## src/rtl/uart_rx_if.sv

```systemverilog
// Consumer-side bundle of uart_rx: received byte, valid/read handshake and sticky error flags.
// UART_RX_PARITY_EN adds the parity_err_o flag.
interface uart_rx_if #(
   parameter int DATA_BITS = 8
);
   logic [DATA_BITS-1:0] data_o;
   logic                 data_valid_o;
   logic                 data_re_i;
   logic                 rx_done;
   logic                 frame_err_o;
   logic                 overrun_o;
   logic                 err_clr_i;
`ifdef UART_RX_PARITY_EN
   logic                 parity_err_o;
`endif

   modport master (
      output data_o, data_valid_o, rx_done, frame_err_o, overrun_o,
`ifdef UART_RX_PARITY_EN
      output parity_err_o,
`endif
      input  data_re_i, err_clr_i
   );

   modport slave (
      input  data_o, data_valid_o, rx_done, frame_err_o, overrun_o,
`ifdef UART_RX_PARITY_EN
      input  parity_err_o,
`endif
      output data_re_i, err_clr_i
   );
endinterface

```

## src/rtl/uart_rx.sv

```systemverilog
// UART receiver, 8N1 LSB first, counting x16 oversample tick rising edges in the clk_master domain.
// Defining UART_RX_PARITY_EN switches to 8E1 and adds a sticky parity error flag.
module uart_rx #(
   parameter int OVERSAMPLE  = 16,
   parameter int DATA_BITS   = 8,
   parameter int SYNC_STAGES = 2
) (
   input  logic       clk_master,
   input  logic       rst_i,
   input  logic       rx_i,
   input  logic       rx_en,
   input  logic       tick,
   uart_rx_if.master  bus
);
   localparam int CNT_W = $clog2(OVERSAMPLE);
   localparam int BIT_W = (DATA_BITS > 1) ? $clog2(DATA_BITS) : 1;

   typedef enum logic [2:0] {
      S_IDLE,
      S_START,
      S_DATA,
`ifdef UART_RX_PARITY_EN
      S_PARITY,
`endif
      S_STOP,
      S_WAIT_HIGH
   } state_t;

   state_t               r_state, w_state_next;
   logic [SYNC_STAGES-1:0] r_sync;
   logic                 r_tick_d;
   logic [CNT_W-1:0]     r_cnt, w_cnt_next;
   logic [BIT_W-1:0]     r_bit_idx, w_bit_next;
   logic [DATA_BITS-1:0] r_shift;
   logic [DATA_BITS-1:0] r_data;
   logic                 r_valid, r_done, r_frame_err, r_overrun;
   logic                 w_rxs, w_tick_ev, w_cnt_last;
   logic                 w_shift_en, w_commit, w_frame_err;
`ifdef UART_RX_PARITY_EN
   logic                 r_par_bit, r_parity_err;
   logic                 w_par_en, w_par_err, w_par_ok;
`endif

   assign w_rxs      = r_sync[SYNC_STAGES-1];
   assign w_tick_ev  = tick & ~r_tick_d;
   assign w_cnt_last = (r_cnt == CNT_W'(OVERSAMPLE - 1));
`ifdef UART_RX_PARITY_EN
   assign w_par_ok   = ~(^{r_shift, r_par_bit});
`endif

   always_ff @(posedge clk_master) begin
      if (rst_i) r_state <= S_IDLE;
      else       r_state <= w_state_next;
   end

   // Mid-bit sampling: START waits half a bit, every later bit waits a full bit of tick events.
   always_comb begin
      w_state_next = r_state;
      w_cnt_next   = r_cnt;
      w_bit_next   = r_bit_idx;
      w_shift_en   = 1'b0;
      w_commit     = 1'b0;
      w_frame_err  = 1'b0;
`ifdef UART_RX_PARITY_EN
      w_par_en     = 1'b0;
      w_par_err    = 1'b0;
`endif
      case (r_state)
         S_IDLE: begin
            if (rx_en && !w_rxs) begin
               w_state_next = S_START;
               w_cnt_next   = '0;
            end
         end
         S_START: begin
            if (w_tick_ev) begin
               if (r_cnt == CNT_W'(OVERSAMPLE/2 - 1)) begin
                  w_cnt_next   = '0;
                  w_bit_next   = '0;
                  w_state_next = w_rxs ? S_IDLE : S_DATA;
               end else begin
                  w_cnt_next = r_cnt + CNT_W'(1);
               end
            end
         end
         S_DATA: begin
            if (w_tick_ev) begin
               if (w_cnt_last) begin
                  w_cnt_next = '0;
                  w_shift_en = 1'b1;
                  if (r_bit_idx == BIT_W'(DATA_BITS - 1)) begin
`ifdef UART_RX_PARITY_EN
                     w_state_next = S_PARITY;
`else
                     w_state_next = S_STOP;
`endif
                  end else begin
                     w_bit_next = r_bit_idx + BIT_W'(1);
                  end
               end else begin
                  w_cnt_next = r_cnt + CNT_W'(1);
               end
            end
         end
`ifdef UART_RX_PARITY_EN
         S_PARITY: begin
            if (w_tick_ev) begin
               if (w_cnt_last) begin
                  w_cnt_next   = '0;
                  w_par_en     = 1'b1;
                  w_state_next = S_STOP;
               end else begin
                  w_cnt_next = r_cnt + CNT_W'(1);
               end
            end
         end
`endif
         S_STOP: begin
            if (w_tick_ev) begin
               if (w_cnt_last) begin
                  w_cnt_next = '0;
`ifdef UART_RX_PARITY_EN
                  w_par_err  = ~w_par_ok;
                  w_commit   = w_rxs & w_par_ok;
`else
                  w_commit   = w_rxs;
`endif
                  w_frame_err  = ~w_rxs;
                  w_state_next = w_rxs ? S_IDLE : S_WAIT_HIGH;
               end else begin
                  w_cnt_next = r_cnt + CNT_W'(1);
               end
            end
         end
         S_WAIT_HIGH: begin
            if (w_rxs) w_state_next = S_IDLE;
         end
         default: w_state_next = S_IDLE;
      endcase
      // Disabling mid-frame silently drops the partial byte.
      if (r_state != S_IDLE && !rx_en) begin
         w_state_next = S_IDLE;
         w_shift_en   = 1'b0;
         w_commit     = 1'b0;
         w_frame_err  = 1'b0;
`ifdef UART_RX_PARITY_EN
         w_par_en     = 1'b0;
         w_par_err    = 1'b0;
`endif
      end
   end

   // A commit beats a same-cycle read, and a new error beats a same-cycle clear.
   always_ff @(posedge clk_master) begin
      if (rst_i) begin
         r_sync      <= '1;
         r_tick_d    <= 1'b0;
         r_cnt       <= '0;
         r_bit_idx   <= '0;
         r_shift     <= '0;
         r_data      <= '0;
         r_valid     <= 1'b0;
         r_done      <= 1'b0;
         r_frame_err <= 1'b0;
         r_overrun   <= 1'b0;
`ifdef UART_RX_PARITY_EN
         r_par_bit    <= 1'b0;
         r_parity_err <= 1'b0;
`endif
      end else begin
         r_sync    <= {r_sync[SYNC_STAGES-2:0], rx_i};
         r_tick_d  <= tick;
         r_cnt     <= w_cnt_next;
         r_bit_idx <= w_bit_next;
         r_done    <= w_commit;
         if (w_shift_en) r_shift[r_bit_idx] <= w_rxs;
         if (w_commit) begin
            r_data  <= r_shift;
            r_valid <= 1'b1;
         end else if (bus.data_re_i) begin
            r_valid <= 1'b0;
         end
         if (w_commit && r_valid && !bus.data_re_i) r_overrun <= 1'b1;
         else if (bus.err_clr_i)                    r_overrun <= 1'b0;
         if (w_frame_err)                           r_frame_err <= 1'b1;
         else if (bus.err_clr_i)                    r_frame_err <= 1'b0;
`ifdef UART_RX_PARITY_EN
         if (w_par_en) r_par_bit <= w_rxs;
         if (w_par_err)                             r_parity_err <= 1'b1;
         else if (bus.err_clr_i)                    r_parity_err <= 1'b0;
`endif
      end
   end

   assign bus.data_o       = r_data;
   assign bus.data_valid_o = r_valid;
   assign bus.rx_done      = r_done;
   assign bus.frame_err_o  = r_frame_err;
   assign bus.overrun_o    = r_overrun;
`ifdef UART_RX_PARITY_EN
   assign bus.parity_err_o = r_parity_err;
`endif
endmodule

```

## src/flat_wrapper.sv

```systemverilog
// flat-port wrapper written by rule: the top's interface ports become plain ports
module uart_rx_flat 
#(
   parameter int OVERSAMPLE  = 16,
   parameter int DATA_BITS   = 8,
   parameter int SYNC_STAGES = 2
)
  (clk_master, rst_i, rx_i, rx_en, tick, bus_data_o, bus_data_valid_o, bus_rx_done, bus_frame_err_o, bus_overrun_o, bus_data_re_i, bus_err_clr_i);
  uart_rx_if #(.DATA_BITS(DATA_BITS)) bus_i ();
  input  logic clk_master;
  input  logic rst_i;
  input  logic rx_i;
  input  logic rx_en;
  input  logic tick;
  output wire logic [$bits(bus_i.data_o)-1:0] bus_data_o;
  output wire logic [$bits(bus_i.data_valid_o)-1:0] bus_data_valid_o;
  output wire logic [$bits(bus_i.rx_done)-1:0] bus_rx_done;
  output wire logic [$bits(bus_i.frame_err_o)-1:0] bus_frame_err_o;
  output wire logic [$bits(bus_i.overrun_o)-1:0] bus_overrun_o;
  input wire logic [$bits(bus_i.data_re_i)-1:0] bus_data_re_i;
  input wire logic [$bits(bus_i.err_clr_i)-1:0] bus_err_clr_i;
  assign bus_data_o = bus_i.data_o;
  assign bus_data_valid_o = bus_i.data_valid_o;
  assign bus_rx_done = bus_i.rx_done;
  assign bus_frame_err_o = bus_i.frame_err_o;
  assign bus_overrun_o = bus_i.overrun_o;
  assign bus_i.data_re_i = bus_data_re_i;
  assign bus_i.err_clr_i = bus_err_clr_i;
  uart_rx #(.OVERSAMPLE(OVERSAMPLE), .DATA_BITS(DATA_BITS), .SYNC_STAGES(SYNC_STAGES)) u_core (.clk_master(clk_master), .rst_i(rst_i), .rx_i(rx_i), .rx_en(rx_en), .tick(tick), .bus(bus_i));
endmodule
```

## config.mk

```make
export PLATFORM = sky130hd
export DESIGN_NAME = uart_rx_flat
export DESIGN_NICKNAME = d
export VERILOG_FILES = /design/src/rtl/uart_rx_if.sv /design/src/rtl/uart_rx.sv /design/src/flat_wrapper.sv
export SDC_FILE = /design/constraint.sdc
export NUM_CORES = 1
export LEC_CHECK = 0
export ABC_CLOCK_PERIOD_IN_PS = 2500
export BUFFER_PORTS_ARGS = -buffer_cell sky130_fd_sc_hd__buf_2
export CAP_MARGIN = 20
export CORE_MARGIN = 2
export CORE_UTILIZATION = 45
export DETAILED_ROUTE_END_ITERATION = 6
export MAX_ROUTING_LAYER = met4
export SYNTH_ARGS = -nofsm -noshare
export SYNTH_HDL_FRONTEND = slang
export SYNTH_SLANG_ARGS = --single-unit
export TNS_END_PERCENT = 20
```

## constraint.sdc

```tcl
create_clock -name clk_master -period 2.5 [get_ports clk_master]
set_input_delay 0.25 -clock clk_master [delete_from_list [all_inputs] [get_ports clk_master]]
set_output_delay 0.25 -clock clk_master [all_outputs]
set_load 0.02 [all_outputs]
```

==> results of run 1 <==
routing by layer:
layer  vias to the layer above  track usage  wire length (um)
met4                         0       0.0734                52
li1                        671            -                 -
met3                         7       0.0589               154
met2                        23        0.291              1510
met5                         -            -                 0
met1                       611        0.207              1430
worst paths after layout:
kind	startpoint	to	slack [ns]	cells past startpoint
min	rx_i	u_core.r_sync[0]	0.1	2
max reg2reg	u_core.r_bit_idx[0]	u_core.r_bit_idx[0]	0.53	6
max	u_core.r_bit_idx[0]	u_core.r_bit_idx[0]	0.53	6
min reg2reg	u_core.r_sync[0]	u_core.r_sync[1]	0.43	1
per-stage QoR:
stage	instance area (um2)	power (mW)	setup slack, ns	util	hold slack, ns
finish	1750	0.863	0.529	0.519	0.0970
global route	1750	0.909	0.371	0.519	0.0966
CTS	1750	0.875	0.515	0.519	0.0891
detailed placement	1690	0.587	0.553	0.503	0.397
global placement	1690	0.586	0.579	0.503	0.407
floorplan	1580	0.575	0.779	-	0.322
cell families (layout without fill, tap and decap cells):
logic type,count (synthesis),in the layout,synth area share
and+or+nand+nor,88,88,0.319
DFF,33,33,0.418
AOI/OAI and AO/OA,27,27,0.105
muxes,14,14,0.0887
buffers and inverters,13,32,0.0404
adders and majority gates,3,3,0.0238
xor gates and xnor gates,1,1,0.00554
power groups by stage:
stage	logic (mW)	registers, mW	clock network, mW
final	0.0399	0.535	0.289
after CTS	0.0403	0.535	0.300
after global routing	0.0444	0.536	0.329
after global placement	0.0391	0.547	0
after floorplan	0.0328	0.543	0
after detailed placement	0.0401	0.547	0
registers in the layout (all words and copies together) (netlist names):
signal,count
u_core.r_bit_idx,3
u_core.bus.overrun_o,1
u_core.r_tick_d,1
u_core.bus.data_valid_o,1
u_core.r_sync,2
u_core.bus.rx_done,1
u_core.r_shift,8
u_core.bus.frame_err_o,1
u_core.r_cnt,4
u_core.bus.data_o,8
u_core.r_state,3
synthesized netlist by cell type, types with 2 or more instances:
cell type,n
dfxtp_1,33
nor2_1,28
mux2i_1,14
a21oi_1,13
nand2_1,13
inv_1,5
nand3_1,5
nand2b_1,4
nor2b_1,4
nor3_1,4
nor3b_1,4
o21ai_0,4
or2_2,4
buf_2,3
clkbuf_1,3
ha_1,3
nand3b_1,3
nor3b_2,3
nor4_1,3
a32oi_1,2
nand4b_1,2
layout make-up:
type | count | area [um2] | share of cell area
tap | 46 | 57.6 | 0.0330
clock buffer | 5 | 37.5 | 0.0215
inverter | 5 | 18.8 | 0.0108
clock inverter | 3 | 17.5 | 0.0100
timing repair buffer | 19 | 97.6 | 0.0559
sequential | 33 | 661 | 0.378
multi-input combinational | 133 | 856 | 0.490
==> impl_metrics.json, run 1 <==
{
  "run_status": "finished, final reports clean",
  "cts_buffer_depth": 2,
  "dr.pass1.iters": 4,
  "comb_power_share": 0.046,
  "sequentialPowerShare": 0.619,
  "final_common_cell": "dfxtp_1",
  "hold_class": "in -> reg",
  "fin_setup_tns_ns": 0,
  "sw_frac_of_total": 0.248,
  "dp_hpwl_um": 2210,
  "worstMarginPinSlew_ns": 0.559,
  "std_cell_rows": 21,
  "cellLeakagePower_nw": 0.684,
  "finalHoldViolCount": 0,
  "nFillCells": 370,
  "p_switching_mw": 0.214,
  "critPathArrivalTime_ns": 2.25,
  "wl_per_cell_um": 12.9,
  "fmax_ghz": 0.507,
  "cp_top_family": "simple AND/OR/NAND/NOR gates",
  "die_h_um": 63.3,
  "syn_area_per_cell_um2": 8.83,
  "grt_use_total": 0.180,
  "cts_hold_buf": 0,
  "synth_edf_count": 0,
  "n_antenna_cell": 0,
  "vias": 1312,
  "post-route-period-util": 0.788,
  "synthDistinctLibCells": 43,
  "max-slew-margin-rel": 0.627,
  "clkPwrFrac": 0.335,
  "avgViaCountPerCell": 5.38,
  "grt_overflow": 0,
  "p_int_mw": 0.650,
  "powerDensity_nw_per_um2": 495,
  "grt_max_degree": 33,
  "synth_area_um2": 1580,
  "crit_fanout": 9,
  "drive_gt1_frac": 0.202,
  "h-tree-depth": 2,
  "fin_nets": 207,
  "max_cap_viol_count": 0,
  "grt_pass1_wl_um": 5420,
  "crit_buf_inv": 0,
  "synth_nets": 189,
  "post_cts_resized": 0,
  "numCtsBuffers": 5,
  "setup_viol_count_final": 0,
  "synth-seq-cells": 33,
  "cts.clk_slew.worst_paths_ns": 0.10,
  "synth_top_area_share": 0.418,
  "max_stage_delay_ns": 0.41,
  "synth_ff_type": "dfxtp_1",
  "ys_top_cells_by_area": "dfxtp_1 (42%), mux2i_1 (8.9%), nor2_1 (6.7%), a21oi_1 (4.1%), nand2_1 (3.1%)",
  "syn_inst": 179,
  "crit_top_cell": "ha_1",
  "endpoint_kind": "flop",
  "async_reset_ff_frac": 0,
  "slew_viol_final": 0,
  "slowest_stage": "dfxtp_1",
  "startpoint_type": "flop",
  "path_class": "reg -> reg",
  "peakVddDrop_uv": 386,
  "dieWidth_um": 63.3,
  "yosysSeqAreaShare": 0.418,
  "cts-root-buf": "clkbuf_4",
  "ant_nets": 0,
  "antenna_found_initial": 0,
  "finalNonFillerCells": 244,
  "path_cells": "ha_1 > ha_1 > and4bb_2 > o2111ai_1 > or3_1 > a21oi_1",
  "io_pins": 19,
  "skew_ns": 0.00349,
  "area_growth_pct": 10.5,
  "postCtsSetupRepairBufs": 0,
  "clock_sinks": 33,
  "grt_pass1_vias": 1194,
  "core_um2": 3360,
  "cp_data_required_time_ns": 2.78,
  "rsz0062_at_grt": "false",
  "yosysWarningCount": 0,
  "synth_top_cell_by_area": "dfxtp_1",
  "drt-initial-drc-count": 163,
  "initial_utilization": 0.470,
  "numPortBuffers": 18,
  "place_inst": 236,
  "gp_congestion": 0.863,
  "layout_common_cells": "dfxtp_1 (33), nor2_1 (28), buf_2 (18)",
  "drc_errors": 0,
  "clk_latency_ns": 0.34,
  "tritoncts": "done",
  "totalWireLength_um": 3150,
  "fin_crit_ns": 1.97,
  "die_area_um2": 4000
}
(Power assumes the default switching activity.)
==> run 2: changes to the inputs <==
ABC_CLOCK_PERIOD_IN_PS = 1800   (was 2500)
PLACE_DENSITY = 0.67   (was default)
clock period = 1.8 ns   (was 2.5 ns; I/O delays follow)
==> run 2 against run 1 <==
Against the previous run:
- global-route usage increased by 0.46 points
- die area unchanged
- setup slack got worse by 0.49 ns
- critical endpoint unchanged
- via count increased by 4.3%
- register-to-register slack got worse by 0.49 ns
- power increased by 61%
- highest routed layer unchanged
- routed wire length increased by 4.1%
- sequential cell count unchanged
- count of clock-buffer cells in the layout increased by 2
- critical path depth unchanged
==> impl_metrics.json, run 2 (synthesis results as in run 1) <==
{
  "run_status": "finished, final reports clean",
  "path_class": "reg -> reg",
  "totalWireLength_um": 3280,
  "gp_congestion": 0.865,
  "holdWs_ns": 0.0272,
  "slew_viol_final": 0,
  "reg2regPathDepth": 6,
  "r2r_slack_ns": 0.04,
  "drc_errors": 0,
  "clk_latency_ns": 0.34,
  "multi_input_area_um2": 870,
  "h-tree-depth": 2,
  "grt_use_total": 0.185,
  "vias": 1368,
  "grt_max_degree": 33,
  "r2r-start": "u_core.r_bit_idx[0]",
  "placed_cell_area_um2": 1750,
  "dr.pass1.iters": 4,
  "numPortBuffers": 18,
  "avgViaCountPerCell": 5.43,
  "worstMarginPinSlew_ns": 0.548,
  "cts-root-buf": "clkbuf_4",
  "skew_ns": 0.00384,
  "ant_nets": 0,
  "fin_nets": 215,
  "tritoncts": "done",
  "rsz0062_at_grt": "true",
  "dieWidth_um": 63.3,
  "die_area_um2": 4000,
  "drt-initial-drc-count": 63,
  "holdCritStartpoint": "rx_i",
  "n_antenna_cell": 0,
  "startpoint_type": "flop",
  "setup_viol_count_final": 0,
  "startpoint": "u_core.r_bit_idx[0]",
  "antenna_found_initial": 0,
  "numCtsBuffers": 5,
  "drive_gt1_frac": 0.262,
  "max-slew-margin-rel": 0.635,
  "final_common_cell": "dfxtp_1",
  "critPathArrivalTime_ns": 2.03,
  "die_h_um": 63.3,
  "io_pins": 19,
  "endpoint_kind": "flop",
  "initial_utilization": 0.470,
  "layout_common_cells": "dfxtp_1 (29), nor2_1 (27), buf_2 (18)",
  "std_cell_rows": 21,
  "hold_class": "in -> reg",
  "cellLeakagePower_nw": 0.743,
  "fin_setup_tns_ns": 0,
  "fin_crit_ns": 1.76,
  "cp_data_required_time_ns": 2.07,
  "cts.clk_slew.worst_paths_ns": 0.10,
  "area_growth_pct": 17.6,
  "rr_endpoint": "u_core.r_bit_idx[0]",
  "dp_hpwl_um": 2370,
  "fmax_ghz": 0.569,
  "nFillCells": 341,
  "core_um2": 3360,
  "fin_util": 0.552,
  "grt_pass1_wl_um": 5660,
  "max_cap_viol_count": 0,
  "crit_path_end": "u_core.r_bit_idx[0]",
  "seq_area_um2": 666,
  "powerDensity_nw_per_um2": 746,
  "clock_sinks": 33,
  "grt_pass1_vias": 1276,
  "finalHoldViolCount": 0,
  "grt_overflow": 0,
  "crit_fanout": 6,
  "cts_buffer_depth": 2,
  "peakVddDrop_uv": 473,
  "wl_per_cell_um": 13.0,
  "final_cell_area_um2": 1860,
  "post-route-period-util": 0.977
}
run 2: where the power goes:
group          switching (mW)  internal (mW)  total, mW  leakage (nW)
combinational          0.0383         0.0226     0.0609         0.429
clock                   0.253          0.332      0.585        0.0455
sequential            0.00629          0.734      0.741         0.269
run 2: worst max-delay path: stages, from the launching register on:
cell and delay [ns]:
dfxtp_1 0.34, ha_1 0.20, ha_1 0.21, and4bb_2 0.30, o2111ai_2 0.18, or3_1 0.35
a21oi_1 0.14
run 2: worst min-delay path by stage:
| stage | cells after the start | to |
|---|---|---|
| CTS | 2 | u_core.r_sync[0] |
| detailed placement | 2 | u_core.r_sync[0] |
| floorplan | 1 | u_core.r_tick_d |
| global placement | 2 | u_core.r_sync[0] |
| finish | 2 | u_core.r_sync[0] |
| global route | 2 | u_core.r_sync[0] |
run 2: repair_timing:
action / in CTS / in global routing
endpoints found under the setup margin: 8 / 17
buffers inserted: 0 / 0
hold buffers: 0 / 0
pin swaps: 0 / 1
gates resized for setup: 2 / 6
hold endpoints to repair: 0 / 0
run 2: layout make-up:
cell class / instances / area share
Tap cell: 46 / 0.0310
Timing Repair Buffer: 27 / 0.0869
Clock buffer: 7 / 0.0296
Inverter: 5 / 0.0101
Sequential cell: 33 / 0.358
Clock inverter: 1 / 0.0162
Multi-Input combinational cell: 133 / 0.468
run 2: metal layers:
metal / vias up / global-route usage / part of all wire
met5: - / - / 0
met4: 0 / 0.0761 / 0.018
met3: 9 / 0.0500 / 0.044
met2: 39 / 0.301 / 0.48
met1: 639 / 0.217 / 0.46
li1: 681 / - / -
run 2: through the flow:
| step | setup WS (ns) | std cells | total power [mW] |
|---|---|---|---|
| 2_1_floorplan | 0.0786 | 179 | 0.799 |
| 3_3_place_gp | 0.00558 | 244 | 0.814 |
| 3_5_place_dp | -0.00767 | 244 | 0.816 |
| 4_1_cts | 0.00658 | 252 | 1.40 |
| 5_1_grt | -0.0485 | 252 | 1.45 |
| 6_report | 0.0423 | 252 | 1.39 |
==> run 3: changes to the inputs <==
CELL_PAD_IN_SITES_DETAIL_PLACEMENT = 0   (was default)
CELL_PAD_IN_SITES_GLOBAL_PLACEMENT = 2   (was default)
CORE_UTILIZATION = 31   (was 45)
PLACE_DENSITY = default   (was 0.67)
PLACE_DENSITY_LB_ADDON = 0.1   (was default)
TNS_END_PERCENT = default   (was 20)
==> run 3 against run 2 <==
Against the previous run:
- worst hold slack better by 0.046 ns
- clock skew up 0.0031 ns
- final cell count rose by 13%
- non-clock buffer count is 13 higher
- design area up 11%
- count of clock-buffer cells in the layout is 2 lower
- largest power group unchanged
==> impl_metrics.json, run 3 (synthesis results as in run 1) <==
{
  "r2r-start": "u_core.r_bit_idx[0]",
  "clock_sinks": 33,
  "cts-root-buf": "clkbuf_8",
  "gp_congestion": 0.762,
  "initial_utilization": 0.328,
  "tritoncts": "done",
  "fin_util": 0.429,
  "hold_class": "in -> reg",
  "fin_crit_ns": 1.77,
  "vias": 1403,
  "ant_nets": 0,
  "io_pins": 19,
  "dr.pass1.iters": 4,
  "drive_gt1_frac": 0.365,
  "die_h_um": 75.4,
  "cts_buffer_depth": 2,
  "fmax_ghz": 0.565,
  "powerDensity_nw_per_um2": 745,
  "endpoint_kind": "flop",
  "max-slew-margin-rel": 0.588,
  "fin_nets": 228,
  "grt_pass1_vias": 1341,
  "r2r_slack_ns": 0.03,
  "drt-initial-drc-count": 57,
  "avgViaCountPerCell": 4.91,
  "startpoint_type": "flop",
  "numCtsBuffers": 5,
  "cts.clk_slew.worst_paths_ns": 0.07,
  "grt_overflow": 0,
  "grt_use_total": 0.162,
  "grt_pass1_wl_um": 6530,
  "slew_viol_final": 0,
  "h-tree-depth": 2,
  "core_um2": 4820,
  "final_common_cell": "nor2_1",
  "dp_hpwl_um": 2830,
  "fin_setup_tns_ns": 0,
  "setup_viol_count_final": 0,
  "crit_path_end": "u_core.r_bit_idx[0]",
  "peakVddDrop_uv": 333,
  "worstMarginPinSlew_ns": 0.618,
  "cellLeakagePower_nw": 0.810,
  "run_status": "finished, final reports clean",
  "numPortBuffers": 18,
  "rr_endpoint": "u_core.r_bit_idx[0]",
  "n_antenna_cell": 0,
  "layout_common_cells": "nor2_1 (28), dfxtp_1 (26), buf_4 (21)",
  "wl_per_cell_um": 14.2,
  "finalHoldViolCount": 0,
  "critPathArrivalTime_ns": 1.98,
  "crit_fanout": 6,
  "totalWireLength_um": 4050,
  "grt_max_degree": 33,
  "max_cap_viol_count": 0,
  "die_area_um2": 5680,
  "startpoint": "u_core.r_bit_idx[0]",
  "skew_ns": 0.00695,
  "cp_data_required_time_ns": 2.01,
  "reg2regPathDepth": 6,
  "post-route-period-util": 0.984,
  "std_cell_rows": 25,
  "drc_errors": 0,
  "dieWidth_um": 75.4,
  "area_growth_pct": 30.9,
  "clk_latency_ns": 0.29,
  "antenna_found_initial": 0,
  "cts_hold_buf": 0,
  "path_class": "reg -> reg"
}
[run 3: how the worst min path moves through the flow]
stage,slack (ns),endpoint,depth (start not counted),startpoint
after floorplan,0.25,u_core.r_tick_d,1,rst_i
after global placement,0.37,u_core.r_sync[0],2,rx_i
after detailed placement,0.37,u_core.r_sync[0],2,rx_i
after CTS,0.07,u_core.r_sync[0],2,rx_i
after global routing,0.07,u_core.r_sync[0],2,rx_i
final,0.07,u_core.r_sync[0],2,rx_i
[run 3: metal layers]
metal / vias to the layer above / track usage / part of all wire
met1: 663 / 0.214 / 0.49
met4: 0 / 0.0819 / 0.025
met2: 22 / 0.227 / 0.45
met3: 10 / 0.0410 / 0.035
met5: - / - / 0
li1: 708 / - / -
[run 3: what timing repair did]
item                       in CTS  in global routing
gates cloned                    0                  0
pin swaps                       0                  9
gates resized for setup         2                 21
setup endpoints to repair       4                 14
setup buffers                   0                  3
[run 3: layout make-up]
cell class              instances  area, um2
inverters                       5       18.8
multi-input cells             133        922
repair buffers                 40        259
flip-flops and latches         33        669
clock buffers                   5       68.8
fillers                       514       2750
well taps                      67       83.8
clock inverters                 3       46.3
[run 3: per-stage QoR]
step           worst slack (ns)  total power [mW]  instance area [um2]  cells  hold WS (ns)
6_report                 0.0289              1.54                 2070    286        0.0736
4_1_cts                  0.0278              1.56                 1980    283        0.0677
3_5_place_dp            -0.0218             0.832                 1860    275         0.373
3_3_place_gp           -0.00799             0.831                 1860    275         0.368
2_1_floorplan            0.0786             0.799                 1580    179         0.252
5_1_grt                 -0.0624              1.60                 2070    286        0.0715
[run 3: report_power, final]
group          switching, mW  total (mW)  internal (mW)
Clock                  0.309       0.723          0.414
Sequential           0.00666       0.741          0.734
Combinational         0.0448      0.0773         0.0326
Total                  0.360        1.54           1.18
[run 3: worst max-delay path: stages (launching register included)]
cell	delay (ns)
dfxtp_2	0.33
ha_2	0.18
ha_2	0.19
and4bb_2	0.32
o2111ai_4	0.16
or3_1	0.37
a21oi_1	0.14
